[config.mk]
export PLATFORM = sky130hd
export DESIGN_NAME = pipe_skid_latch
export DESIGN_NICKNAME = d
export VERILOG_FILES = /design/src/rtl/pipe_skid_latch.sv
export SDC_FILE = /design/constraint.sdc
export NUM_CORES = 1
export LEC_CHECK = 0
export CORE_ASPECT_RATIO = 0.7
export CORE_MARGIN = 8
export CORE_UTILIZATION = 50
export CTS_CLUSTER_SIZE = 14
export DETAILED_ROUTE_END_ITERATION = 8
export PLACE_DENSITY = 0.82
export SLEW_MARGIN = 20
export SYNTH_ARGS = -nofsm -noshare
export SYNTH_HDL_FRONTEND = slang
export SYNTH_SLANG_ARGS = --single-unit
[constraint.sdc]
create_clock -name clk -period 3 [get_ports clk]
set_input_delay 0.3 -clock clk [delete_from_list [all_inputs] [get_ports clk]]
set_output_delay 0.3 -clock clk [all_outputs]
set_load 0.1 [all_outputs]
[src/rtl/pipe_skid_latch.sv]
// Pipeline-stage latch holding one payload plus valid, with an optional one-entry
// skid buffer so upstream ready is registered, plus flush and a saturating stall counter.
module pipe_skid_latch #(
    parameter int WIDTH   = 264,
    parameter int SKID_EN = 1,
    parameter int CNT_W   = 16
) (
    input  logic             clk,
    input  logic             rst,
    input  logic             i_v,
    input  logic [WIDTH-1:0] i_data,
    output logic             o_ready,
    input  logic             stall,
    input  logic             flush,
    output logic             o_v,
    output logic [WIDTH-1:0] o_data,
    output logic [CNT_W-1:0] o_stall_cnt
);

    localparam bit SKID = (SKID_EN != 0);

    function automatic logic [CNT_W-1:0] sat_inc(input logic [CNT_W-1:0] val);
        if (&val) begin
            return val;
        end
        return val + {{(CNT_W-1){1'b0}}, 1'b1};
    endfunction

    logic             mv_q, mv_d;
    logic [WIDTH-1:0] md_q, md_d;
    logic             sv_q, sv_d;
    logic [WIDTH-1:0] sd_q, sd_d;
    logic [CNT_W-1:0] cnt_q, cnt_d;

    logic accept;
    logic adv;

    assign o_ready     = SKID ? ~sv_q : ~stall;
    assign accept      = i_v & o_ready;
    assign adv         = ~stall | ~mv_q;
    assign o_v         = mv_q;
    assign o_data      = md_q;
    assign o_stall_cnt = cnt_q;

    always_comb begin
        mv_d  = mv_q;
        md_d  = md_q;
        sv_d  = sv_q;
        sd_d  = sd_q;
        cnt_d = cnt_q;

        if (mv_q && stall && !flush) begin
            cnt_d = sat_inc(cnt_q);
        end

        if (flush) begin
            mv_d = 1'b0;
            sv_d = 1'b0;
        end else if (!SKID) begin
            // Legacy latch: a bubble is captured just like a real entry.
            if (!stall) begin
                mv_d = i_v;
                md_d = i_data;
            end
        end else if (adv) begin
            if (sv_q) begin
                // Drain the older parked entry first; o_ready is low so nothing is accepted.
                mv_d = 1'b1;
                md_d = sd_q;
                sv_d = 1'b0;
            end else begin
                mv_d = accept;
                if (accept) begin
                    md_d = i_data;
                end
            end
        end else if (accept) begin
            sv_d = 1'b1;
            sd_d = i_data;
        end
    end

    always_ff @(posedge clk) begin
        if (rst) begin
            mv_q  <= 1'b0;
            md_q  <= '0;
            sv_q  <= 1'b0;
            sd_q  <= '0;
            cnt_q <= '0;
        end else begin
            mv_q  <= mv_d;
            md_q  <= md_d;
            sv_q  <= SKID ? sv_d : 1'b0;
            sd_q  <= SKID ? sd_d : sd_q;
            cnt_q <= cnt_d;
        end
    end

endmodule

Word level (Yosys, flattened, before mapping)
Index checks and enable logic that the tools add are counted.
{"block": "totals", "regBits": 546, "input_bits": 269, "word_cells": 30}
{"block": "op_classes", "add_sub_neg": 1, "n_eq_ne": 1, "n_mux": 6, "bitwise_logic": 7, "n_reduce_logical": 10}
{"op": "$mux 264", "count": 2}
{"op": "$add 16x1->16 const B", "count": 1}
{"op": "$mux 16", "count": 1}
{"op": "$reduce_and 16->1", "count": 1}
{"op": "$reduce_and 3->1", "count": 2}
{"op": "$not 1->1", "count": 5}
{"op": "$mux 1", "count": 3}
{"op": "$reduce_or 3->1", "count": 1}
{"op": "$logic_and 1x1->1", "count": 2}
{"op": "$ne 2x2->1 const B", "count": 1}
{"op": "$reduce_and 2->1", "count": 1}
{"op": "$reduce_bool 2->1", "count": 1}
{"op": "$reduce_or 2->1", "count": 1}
{"op": "$and 1x1->1", "count": 1}
{"op": "$logic_not 1->1", "count": 1}
{"op": "$or 1x1->1", "count": 1}

Longest topological paths before layout
{"block": "logic_depth", "ltp_word": 5, "mapped_depth": 8, "mapped_depth_nobuf": 5}

Worst setup path before layout
No wires, ideal clock.
{"block": "synth_path", "path_kind": "reg2reg", "startpoint": "register cnt_q[0] (netlist: o_stall_cnt[0])", "endpoint": "register cnt_q[14] (netlist: o_stall_cnt[14])", "t_arrival_ns": 2.478, "required_ns": 2.877, "slack_ns": 0.398, "stages_incl_launch_ff": 6, "synth_period_minus_slack_ns": 2.602, "path_cell_list": "dfxtp_1 ha_1 nand3_1 or3_1 nor4b_2 mux2_1"}
{"block": "synth_between", "elab_chain_cells": 5, "word_cells_on_any_way": 7, "cone_classes": "1 x add/sub; 1 x eq/ne; 3 x mux; 2 x reduce/logical"}
{"item": "start: declaration", "line": "33", "rtl": "logic [CNT_W-1:0] cnt_q, cnt_d;"}
{"item": "start signal: assignment", "line": "95", "rtl": "cnt_q <= cnt_d;"}
{"item": "parallel branches: the longest is 5 deep, another holds $add 16x1->16"}
Parallel ways; which one is timed is not known. The select of a mux whose other input is x is not followed.
A chain may end at the register's enable or synchronous reset.

Worst setup path in the final report
{"block": "layout_path", "startpoint": "register md_q[18] (netlist: o_data[18])", "endpoint": "output o_data[18]"}
{"item": "start: declaration", "line": "30", "rtl": "logic [WIDTH-1:0] md_q, md_d;"}
{"item": "start signal: assignment", "line": "92", "rtl": "md_q <= md_d;"}
{"item": "end: declaration", "line": "16", "rtl": "output logic [WIDTH-1:0] o_data,"}
No word-level cell between the ends.

==> flow_summary.toml <==
[sta]
final.setup.tns_ns = 0
rsz0062_at_grt = "false"
hold_violations = 0
worstMarginPinSlew_ns = 0.997
fin_crit_ns = 2.36
fin_skew_ns = 0.0139
setup-violations-final = 0
max-slew-margin-rel_pct = 33.3
drv_slew = 0
fmax_mhz = 424
fin_crit_sh_pct = 78.5
setup_slack_ns = 0.644

[grt]
grt_first_pass_wirelength_um = 101000
gr-usage-all-layers_pct = 24.6
grt_pass1_vias = 18249
grt_max_degree = 106
overflow = 0
antenna_found_initial = 13

[critical_path]
cp_slowest_stage_delay_ns = 1.15
worstPathArrival_ns = 2.06
critPathLaunchType = "flop"
setup.worst_path.start = "o_data[18]"
r2r_cells = 4
cp_max_fo = 2
required_ns = 2.70
crit_chain = "clkdlybuf4s50_1"
r2r_start = "o_stall_cnt[7]"
r2r_setup_slack_ns = 0.86
crit_cells = 1
cp-end-kind = "output port"
crit_family = "buffers and inverters"
slowest_stage = "clkdlybuf4s50_1"
path_class = "reg2out"
path_buf_inv = 1

[clocking]
numCtsBuffers = 51
clock_sinks = 546
clk_pin_slew_ns = 0.07
cts.repair.resized = 0
cts-root-buf = "clkbuf_16"
cts_setup_buffers = 0
clockBufferDepth = 3
cts_tree = "yes"
ctsHoldBuffers = 0
cts_max_level = 2
insertion_delay_ns = 0.55

[floorplanning]
dieArea_um2 = 49600
core_um2 = 42200
initial_core_util_pct = 50.6
io_pins = 551
rows = 63
die_h_um = 189
die_w_um = 263

[pwr]
ir_worst_vdd_v = 0.000606
leakage_nw = 9.79
power_density_nw_per_um2 = 627

[hold_path]
hp-start = "rst"
hold_depth = 2
hp-class = "in2reg"

[drt]
routed_via_density = 5.50
avgRoutedWirePerCell_um = 18.8
num_vias = 19004
drt-total-wl_um = 65000
drtIter0Drc = 1406
ant_nets = 0
drtPass1Iterations = 5
drc = 0

[placed_design]
dp_hpwl_um = 44800
pre_cts_ws_ns = 0.641
place.gp.congestion = 0.843
port_buffers = 550

[yosys]
synth.distinct_cells = 32
yosysSeqAreaShare_pct = 51.3
syn-cell-area_um2 = 21300
ys_warn_count = 0
synth_fp_nets = 2695
synthCells = 2425
synth-seq-cells = 546
syn_area_per_cell_um2 = 8.79

[layout]
nFillCells = 3225
multi_input_area_um2 = 9480
layout_commonest_cell = "dfxtp_1"
layout-drive-gt1-share_pct = 13.1
layout_common_cells = "dfxtp_1 (545), nand2_1 (533), clkdlybuf4s50_1 (295)"
nets = 3127
area_delta_synth_final_pct = 32.3
seq_area_um2 = 10900

[run_status]
status = "finished clean"

[flow_run]
maxCapViolCount = 0
## worst paths after layout
check               endpoint
max               o_data[18]
min                sd_q[235]
max reg2reg  o_stall_cnt[15]
min reg2reg         sd_q[44]
## power breakdown
group / switching, mW / internal (mW) / leakage [nW]
Clock: 2.74 / 3.78 / 0.825
Sequential: 0.179 / 7.53 / 4.45
Combinational: 2.54 / 0.920 / 4.51
Total: 5.46 / 12.2 / 9.79
## per-layer routing
layer	wire (um)	global-route usage, %	vias up
met4	2600	9.77	6
met3	5160	7.20	149
li1	-	-	9259
met5	39	0	-
met2	31200	41.1	628
met1	26100	29.7	8962
## logic make-up after synthesis
family | after synthesis | share of synthesized area (%)
buffers and inverters | 213 | 4.38
adder cells (fa/ha/maj) | 1 | 0.0587
multiplexers | 267 | 12.5
AO/OA/AOI/OAI | 558 | 16.3
flip-flops | 546 | 51.3
AND/OR/NAND/NOR | 840 | 15.4
## flip-flops by register name, indices dropped and copies added, names as in the netlist
register / cells
o_v: 1
sd_q: 264
o_data: 264
sv_q: 1
o_stall_cnt: 16
## cells in the mapped netlist
cell	number	area share, %
a211oi_1	264	9.3
a21oi_1	278	6.5
a21oi_2	1	0.041
and3_1	2	0.059
and3b_1	1	0.041
and4_1	2	0.082
buf_1	11	0.19
buf_2	104	2.4
buf_4	1	0.035
clkbuf_1	94	1.7
dfxtp_1	546	51
ha_1	1	0.059
inv_1	3	0.053
mux2_1	2	0.11
mux2i_1	265	12
nand2_1	533	9.4
nand3_1	5	0.12
nand3b_1	2	0.070
nand4_1	4	0.12
nand4_2	1	0.059
nor2_1	269	4.7
nor2b_1	1	0.029
nor3_1	2	0.047
nor4_1	2	0.059
nor4_4	1	0.10
nor4b_2	1	0.070
o21ai_0	5	0.12
o21bai_1	2	0.070
o31ai_1	8	0.28
or2_1	1	0.029
or3_1	6	0.18
or4_1	7	0.25
## cell type report
| cell class | instances | area share (%) |
|---|---|---|
| diodes | 9 | 0.0798 |
| clock buffers | 76 | 5.43 |
| multi-input cells | 1666 | 33.6 |
| clock inverters | 12 | 0.537 |
| well taps | 552 | 2.45 |
| flip-flops and latches | 546 | 38.8 |
| inverters | 3 | 0.0399 |
| repair buffers | 589 | 19.1 |
## metrics by stage
step / area [um2] / utilization (%) / power (mW) / instances / hold WS [ns]
finish: 28200 / 66.9 / 17.7 / 3453 / 0.226
global route: 28200 / 66.9 / 18.3 / 3451 / 0.234
CTS: 28200 / 66.8 / 17.8 / 3444 / 0.201
detailed placement: 26500 / 62.8 / 11.3 / 3356 / 0.446
global placement: 26500 / 62.8 / 11.3 / 3356 / 0.440
floorplan: 21300 / - / 10.3 / 2425 / 0.436
No activity file was read; power rests on OpenSTA's default activity.
